--- src/rtl/eth_tx_framer.sv ---
// eth_tx_framer: buffers one host payload, then emits preamble, SFD, MACs, length, payload and additive checksum
module eth_tx_framer #(
  parameter logic [47:0] DEST_MAC = 48'h00_0a_95_9d_68_16,
  parameter logic [47:0] SRC_MAC = 48'h00_00_00_00_00_01,
  parameter int DEPTH = 64,
  parameter int IFG = 12
) (
  input logic clk,
  input logic rst,
  input logic [7:0] in_data,
  input logic in_vld,
  input logic in_last,
  output logic in_ready,
  output logic [7:0] data,
  output logic start,
  output logic busy,
  output logic err
);
  localparam int AW = $clog2(DEPTH);
  localparam logic [15:0] GAP_END = 16'(IFG - 1);
  typedef enum logic [3:0] {LOAD, PRE, SFD, DST, SRC, LEN, PL, FCS, GAP} state_t;
  state_t state, ns;
  logic [7:0] mem [DEPTH];
  logic [AW:0] cnt;
  logic [15:0] n, idx, ni;
  logic [7:0] sum, nd;
  logic acc, drop, go;
  assign acc = in_vld && in_ready;
  assign drop = cnt[AW];
  assign go = acc && in_last && !drop;
  always_comb begin
    ns = state;
    case (state)
      LOAD: ns = go ? PRE : LOAD;
      PRE: ns = idx == 16'd6 ? SFD : PRE;
      SFD: ns = DST;
      DST: ns = idx == 16'd5 ? SRC : DST;
      SRC: ns = idx == 16'd5 ? LEN : SRC;
      LEN: ns = idx == 16'd1 ? PL : LEN;
      PL: ns = idx == n - 16'd1 ? FCS : PL;
      FCS: ns = idx == 16'd3 ? (IFG == 0 ? LOAD : GAP) : FCS;
      GAP: ns = idx == GAP_END ? LOAD : GAP;
      default: ns = LOAD;
    endcase
    ni = (ns == state && state != LOAD) ? idx + 16'd1 : 16'd0;
    case (ns)
      PRE: nd = 8'h55;
      SFD: nd = 8'hd5;
      DST: nd = DEST_MAC[{ni[2:0], 3'b000} +: 8];
      SRC: nd = SRC_MAC[{ni[2:0], 3'b000} +: 8];
      LEN: nd = ni[0] ? n[15:8] : n[7:0];
      PL: nd = mem[ni[AW-1:0]];
      FCS: nd = ~sum + 8'd1;
      default: nd = 8'h00;
    endcase
  end
  always_ff @(posedge clk)
    if (acc && !drop) mem[cnt[AW-1:0]] <= in_data;
  always_ff @(posedge clk or posedge rst)
    if (rst) begin
      state <= LOAD;
      idx <= '0;
      cnt <= '0;
      n <= '0;
      sum <= '0;
      data <= '0;
      start <= 1'b0;
      busy <= 1'b0;
      err <= 1'b0;
      in_ready <= 1'b0;
    end else begin
      state <= ns;
      idx <= ni;
      data <= nd;
      start <= go;
      busy <= ns != LOAD;
      in_ready <= ns == LOAD;
      err <= acc && in_last && drop;
      sum <= state == LOAD ? 8'd0 : (ns inside {DST, SRC, LEN, PL}) ? sum + nd : sum;
      if (go) n <= 16'(cnt) + 16'd1;
      if (acc && in_last) cnt <= '0;
      else if (acc && !drop) cnt <= cnt + (AW+1)'(1);
    end
endmodule

--- config.mk ---
export PLATFORM = sky130hd
export DESIGN_NAME = eth_tx_framer
export DESIGN_NICKNAME = d
export VERILOG_FILES = /design/src/rtl/eth_tx_framer.sv
export SDC_FILE = /design/constraint.sdc
export NUM_CORES = 1
export LEC_CHECK = 0
export BUFFER_PORTS_ARGS = -buffer_cell sky130_fd_sc_hd__clkbuf_2
export CORE_UTILIZATION = 37
export DETAILED_ROUTE_END_ITERATION = 6
export GPL_ROUTABILITY_DRIVEN = 0
export MAX_ROUTING_LAYER = met4
export PLACE_DENSITY = 0.55
export SLEW_MARGIN = 20
export SYNTH_ARGS = -nofsm -noshare
export SYNTH_HDL_FRONTEND = slang
export SYNTH_SLANG_ARGS = --single-unit
export TNS_END_PERCENT = 10
--- constraint.sdc ---
create_clock -name clk -period 11.65 [get_ports clk]
set_clock_uncertainty 0.05 [all_clocks]
set_input_delay 1.7475 -clock clk [delete_from_list [all_inputs] [get_ports clk]]
set_output_delay 1.7475 -clock clk [all_outputs]
set_load 0.02 [all_outputs]
==> After elaboration in Yosys (flattened, before gate mapping) <==
Memory sizes are Yosys's and may differ from the RTL's.
Index checks and enable logic that the tools add are counted.
{ "op_classes": {"mux": 18, "add_sub_neg": 6, "n_reduce_logical": 14, "shift": 2, "n_eq_ne": 22, "bitwise_logic": 1} }
{ "ops": {"columns": ["cell", "count"], "rows": [
  ["$shiftx A48 B7 Y8 const A", 2],
  ["$pmux W8 S7", 1],
  ["$pmux W4 S9", 1],
  ["$eq A16 B3 Y1 const B", 2],
  ["$eq A4 B3 Y1 const B", 8],
  ["$mux W8", 3],
  ["$add A16 B1 Y16 const B", 1],
  ["$eq A16 B1 Y1 const B", 1],
  ["$eq A16 B16 Y1", 1],
  ["$eq A16 B2 Y1 const B", 1],
  ["$eq A16 B4 Y1 const B", 1],
  ["$eq A4 B2 Y1 const B", 4],
  ["$mux W16", 1],
  ["$sub A16 B1 Y16 const B", 1],
  ["$mux W7", 2],
  ["$reduce_bool A4 Y1", 3],
  ["$add A7 B1 Y8 const B", 1],
  ["$add A8 B1 Y8 const B", 1],
  ["$add A8 B8 Y8", 1],
  ["$eq A4 B1 Y1 const B", 2],
  ["$logic_not A4 Y1", 2],
  ["$mux W4", 2],
  ["$not A8 Y8", 1],
  ["$add A7 B1 Y7 const B", 1],
  ["8 further kinds", 19]
]} }
{ "totals": {"reg_bits": 63, "n_memories": 1, "ram_bits": 512} }
{ "memory_table": {"columns": ["name", "depth", "word_bits", "read_ports", "rd_clocked_by_memory_dff", "wr", "line_no", "rtl"], "rows": [
  ["mem", 64, 8, 1, 0, 1, "23", "logic [7:0] mem [DEPTH];"]
]} }

==> Logic depth before layout (Yosys ltp) <==
{ "logic_depth": {"depth_word": 13, "mapped_depth": 35} }

==> Least setup slack after synthesis <==
Ideal clock, no wire load.
{ "synth_path": {"path_kind": "reg-to-reg", "startpoint": "register idx[0]", "endpoint": "register sum[6]", "arrival_time_ps": 6139, "stages_incl_launch_ff": 30, "path_buffers": 8, "setup_slack_ps": 5316, "period_less_slack_ps": 6334, "required_time_ps": 11455, "cell_sequence": "dfrtp_1 clkbuf_1 inv_2 clkbuf_1 clkbuf_1 buf_1 ha_1 nand2_1 o32a_1 nor2_1 a2111oi_1 nand4_1 buf_2 buf_2 clkbuf_1 buf_2 a221oi_1 o21ai_0 o311ai_0 o2111ai_1 ha_1 fa_1 a21o_1 a21o_1 a21o_1 a21oi_1 xor2_1 nor2_1 a21oi_1 nor2_1"} }
{ "synth_between": {"elab_chain_len": 11} }
{ "synth_lines": {"columns": ["item", "line_no", "rtl"], "rows": [
  ["from (decl)", "25", "logic [15:0] n, idx, ni;"],
  ["from (signal assigned)", "73", "idx <= ni;"],
  ["$eq A16 B2 Y1 (tied with other cells)", "41", "FCS: ns = idx == 16'd3 ? (IFG == 0 ? LOAD : GAP) : FCS;"],
  ["$mux W4 (tied with other cells)", "41", null],
  ["$pmux W4 S9", "33", "case (state)"],
  ["$eq A4 B4 Y1", "45", "ni = (ns == state && state != LOAD) ? idx + 16'd1 : 16'd0;"],
  ["$logic_and A1 B1 Y1", "45", null],
  ["$mux W16", "45", null],
  ["$mem_v2 Z64 W8 (tied with other cells)", null, null],
  ["$pmux W8 S7 (*)", "46", "case (ns)"],
  ["net nd[0]", "26", "logic [7:0] sum, nd;"],
  ["$add A8 B8 Y8 (*)", "79", "sum <= state == LOAD ? 8'd0 : (ns inside {DST, SRC, LEN, PL}) ? sum + nd : sum;"],
  ["$mux W8 (*) (2 in series)", "79", null],
  ["to (signal assigned)", "79", null],
  ["to (decl)", "26", null]
]} }
The timed path passes the listed nets; every way through them passes the cells marked *. The select of a mux whose other input is x is not followed.
A chain may end at the register's enable or synchronous reset.

==> Worst setup path in the final report <==
Same ends and word-level chain as after synthesis.

==> impl_metrics.json <==
{
  "cts_buffers": 59,
  "grt_overflow": 0,
  "cts.sinks": 567,
  "post-route-worst-setup-slack_ps": 3252,
  "yosysTopAreaCellShare_pct": 62.59,
  "diodes": 0,
  "synth.most_common_cell": "edfxtp_1",
  "route.detailed.drc": 0,
  "vias": 15237,
  "min_to": "sum[7]$_DFFE_PP0P_",
  "synth_largest_area_cell": "edfxtp_1",
  "syn_inst": 1831,
  "place_ws_ps": 2830,
  "die_width_um": 259.7,
  "pin_count": 24,
  "stdcell_area_um2": 27310,
  "drv_cap": 0,
  "grt_pass1_wl_um": 99650,
  "rsz0062_at_grt": "false",
  "path_clk_slew_ps": 60,
  "hold_start": "sum[7]$_DFFE_PP0P_",
  "fmax_mhz": 119.1,
  "syn_to_final_growth_pct": 11.19,
  "multi_input_area_um2": 7194,
  "r2r_end": "sum[6]$_DFFE_PP0P_",
  "status": "complete, no violations",
  "wl_per_cell_um": 24.25,
  "synth_edf_count": 512,
  "fillers": 5950,
  "synth.avg_cell_area_um2": 13.42,
  "min_period_ps": 8398,
  "hpwl_um": 40750,
  "rows": 94,
  "holdPathStages": 1,
  "dp_cells": 2634,
  "met3_length_um": 4460,
  "viasPerCell": 5.555,
  "setup_violations": 0,
  "cts_tree": "built",
  "post_cts_buffers": 0,
  "cp_data_required_time_ps": 12080,
  "holdBufCountCts": 0,
  "start_util_pct": 37.36,
  "critPathKind": "reg -> reg",
  "arrival_ps": 8830,
  "regToRegStartpoint": "idx[0]$_DFF_PP0_",
  "crit_fanout": 92,
  "finalHoldViolCount": 0,
  "ys_warn_count": 0,
  "clockRootBuffer": "clkbuf_16",
  "clockBufferDepth": 3,
  "insertion_delay_ps": 640,
  "wl_met1_um": 29350,
  "place.port_buffers": 23,
  "cts-resized-gates": 0,
  "ff2ff_path_depth": 26,
  "ant_nets": 0,
  "first_pass_iters": 5,
  "dieArea_um2": 67420,
  "drive_above_1_share_pct": 9.846,
  "p_leak_nw": 9.034,
  "relSlewSlack_pct": 25.60,
  "drt_iter0_markers": 1498,
  "register_area_um2": 16750,
  "ys_ff_latch": 567,
  "powerDensity_nw_per_um2": 148.9,
  "h-tree-depth": 2,
  "maxSlewViolCount": 0,
  "synth_area_leaders": "edfxtp_1 63%, mux2i_1 6.6%, dfrtp_1 5.6%",
  "grtUsageTotal_pct": 20.49,
  "finalCritPeriodShare_pct": 72.09,
  "core_um2": 65750,
  "tightest_slew_ps": 1112,
  "placedInstanceArea_um2": 25460,
  "reg2reg_slack_ps": 3250,
  "synth_top_flop_cell": "edfxtp_1",
  "async_flop_share_pct": 9.700,
  "antenna_found_initial": 0,
  "ir_drop_mv": 0.1115,
  "wl_met2_um": 31070,
  "synthTopCellsByCount": "512 x edfxtp_1, 288 x nand2_1, 163 x mux2i_1",
  "yosysSeqAreaShare_pct": 68.19,
  "grt_start_max_net_pins": 93,
  "die_h_um": 259.7,
  "hold_path.class": "reg -> reg",
  "routed_wl_um": 66530,
  "synth_area_um2": 24560,
  "cp-end-kind": "flip-flop",
  "setup.worst_path.start_class": "flip-flop",
  "nets": 1858,
  "tns_ps": 0,
  "dr.max_layer_used": "met4",
  "finalNonFillerCells": 2743,
  "grt_pass1_vias": 14942,
  "ys_types": 84,
  "syn-num-nets": 1858
}
==> layer usage <==
layer | global-route usage, % | vias to the layer above
met1 | 27.92 | 7710
met4 | 5.866 | 0
met2 | 31.41 | 531
met3 | 3.558 | 103
li1 | - | 6893
met5 | - | -
==> worst max path at each step <==
stage               cells past startpoint        startpoint            endpoint  slack [ps]
global route                           26  idx[0]$_DFF_PP0_  sum[7]$_DFFE_PP0P_        2890
floorplan                              29  idx[0]$_DFF_PP0_  sum[6]$_DFFE_PP0P_        5320
global placement                       24            in_vld  sum[6]$_DFFE_PP0P_        2900
CTS                                    24  idx[0]$_DFF_PP0_  sum[6]$_DFFE_PP0P_        3330
finish                                 26  idx[0]$_DFF_PP0_  sum[6]$_DFFE_PP0P_        3250
detailed placement                     24            in_vld  sum[6]$_DFFE_PP0P_        2830
==> worst max-delay path, cell delays in order (launching register included) <==
cell	delay (ps)
dfrtp_2	550
buf_4	670
ha_1	560
or4bb_1	410
or4_1	460
a21oi_1	240
a2111o_1	420
nor2_1	170
nand3_4	490
inv_8	400
buf_4	450
nand2_1	150
nand2_1	60
a221oi_1	320
o21ai_0	250
o311ai_0	270
o2111ai_1	360
ha_1	320
fa_1	400
a21o_1	180
a21o_1	200
a21o_1	180
a21oi_1	160
xor2_1	160
nor2_1	50
a21oi_1	150
nor2_1	50
==> state kept, by name (all words and copies together) (netlist names) <==
name      flops
mem         512
idx          16
data          8
n             8
sum           8
cnt           7
state         4
busy          1
err           1
in_ready      1
start         1
==> metrics by stage <==
step           util, %  power, mW  hold WS, ps
2_1_floorplan        -      2.263        416.1
3_3_place_gp     38.73      2.297        477.8
3_5_place_dp     38.73      2.299        485.7
4_1_cts          41.54      4.100        493.1
5_1_grt          41.54      4.185        510.7
6_report         41.54      4.066        476.1
==> cells by family after synthesis <==
logic type                 synth area share [%]
muxes                                     7.513
DFF                                       68.19
xor gates and xnor gates                  1.498
AOI/OAI and AO/OA                         6.739
adders and majority gates                0.7946
and+or+nand+nor                           12.66
buffers and inverters                     2.598
==> layout by cell type, fill, tap and decap left out, drive strengths merged, types with 5 or more instances in the layout <==
cell type / count
a31oi: 11
clkinv: 32
buf: 28
nand2: 288
mux4: 9
xor2: 23
nor2: 137
nand4: 16
or2: 12
o211ai: 10
nor3: 33
a221oi: 6
a21oi: 32
clkbuf: 90
edfxtp: 512
nand3: 115
dfrtp: 55
and3: 26
o221ai: 23
xnor2: 19
ha: 14
o21ai: 29
or3: 11
nor4: 8
a311oi: 20
clkinvlp: 5
mux2i: 163
inv: 28
a21o: 10
o31ai: 12
o41ai: 5
o311ai: 9
a211oi: 7
or4: 7
nand2b: 8
a311o: 8
==> layout make-up <==
class                      instances  share of cell area, %
clock inverter                    42                  1.251
multi-input combinational       1126                  26.34
sequential                       567                  61.34
inverter                          26                 0.4032
clock buffer                      67                  5.516
tap                              864                  3.958
timing repair buffer              51                  1.191
==> where the power goes <==
part	internal [mW]	switching, mW
Sequential	2.22	0
Combinational	0.00334	0.0342
Clock	1.00	0.810
Total	3.22	0.845
Power figures use the tool's default switching activity.
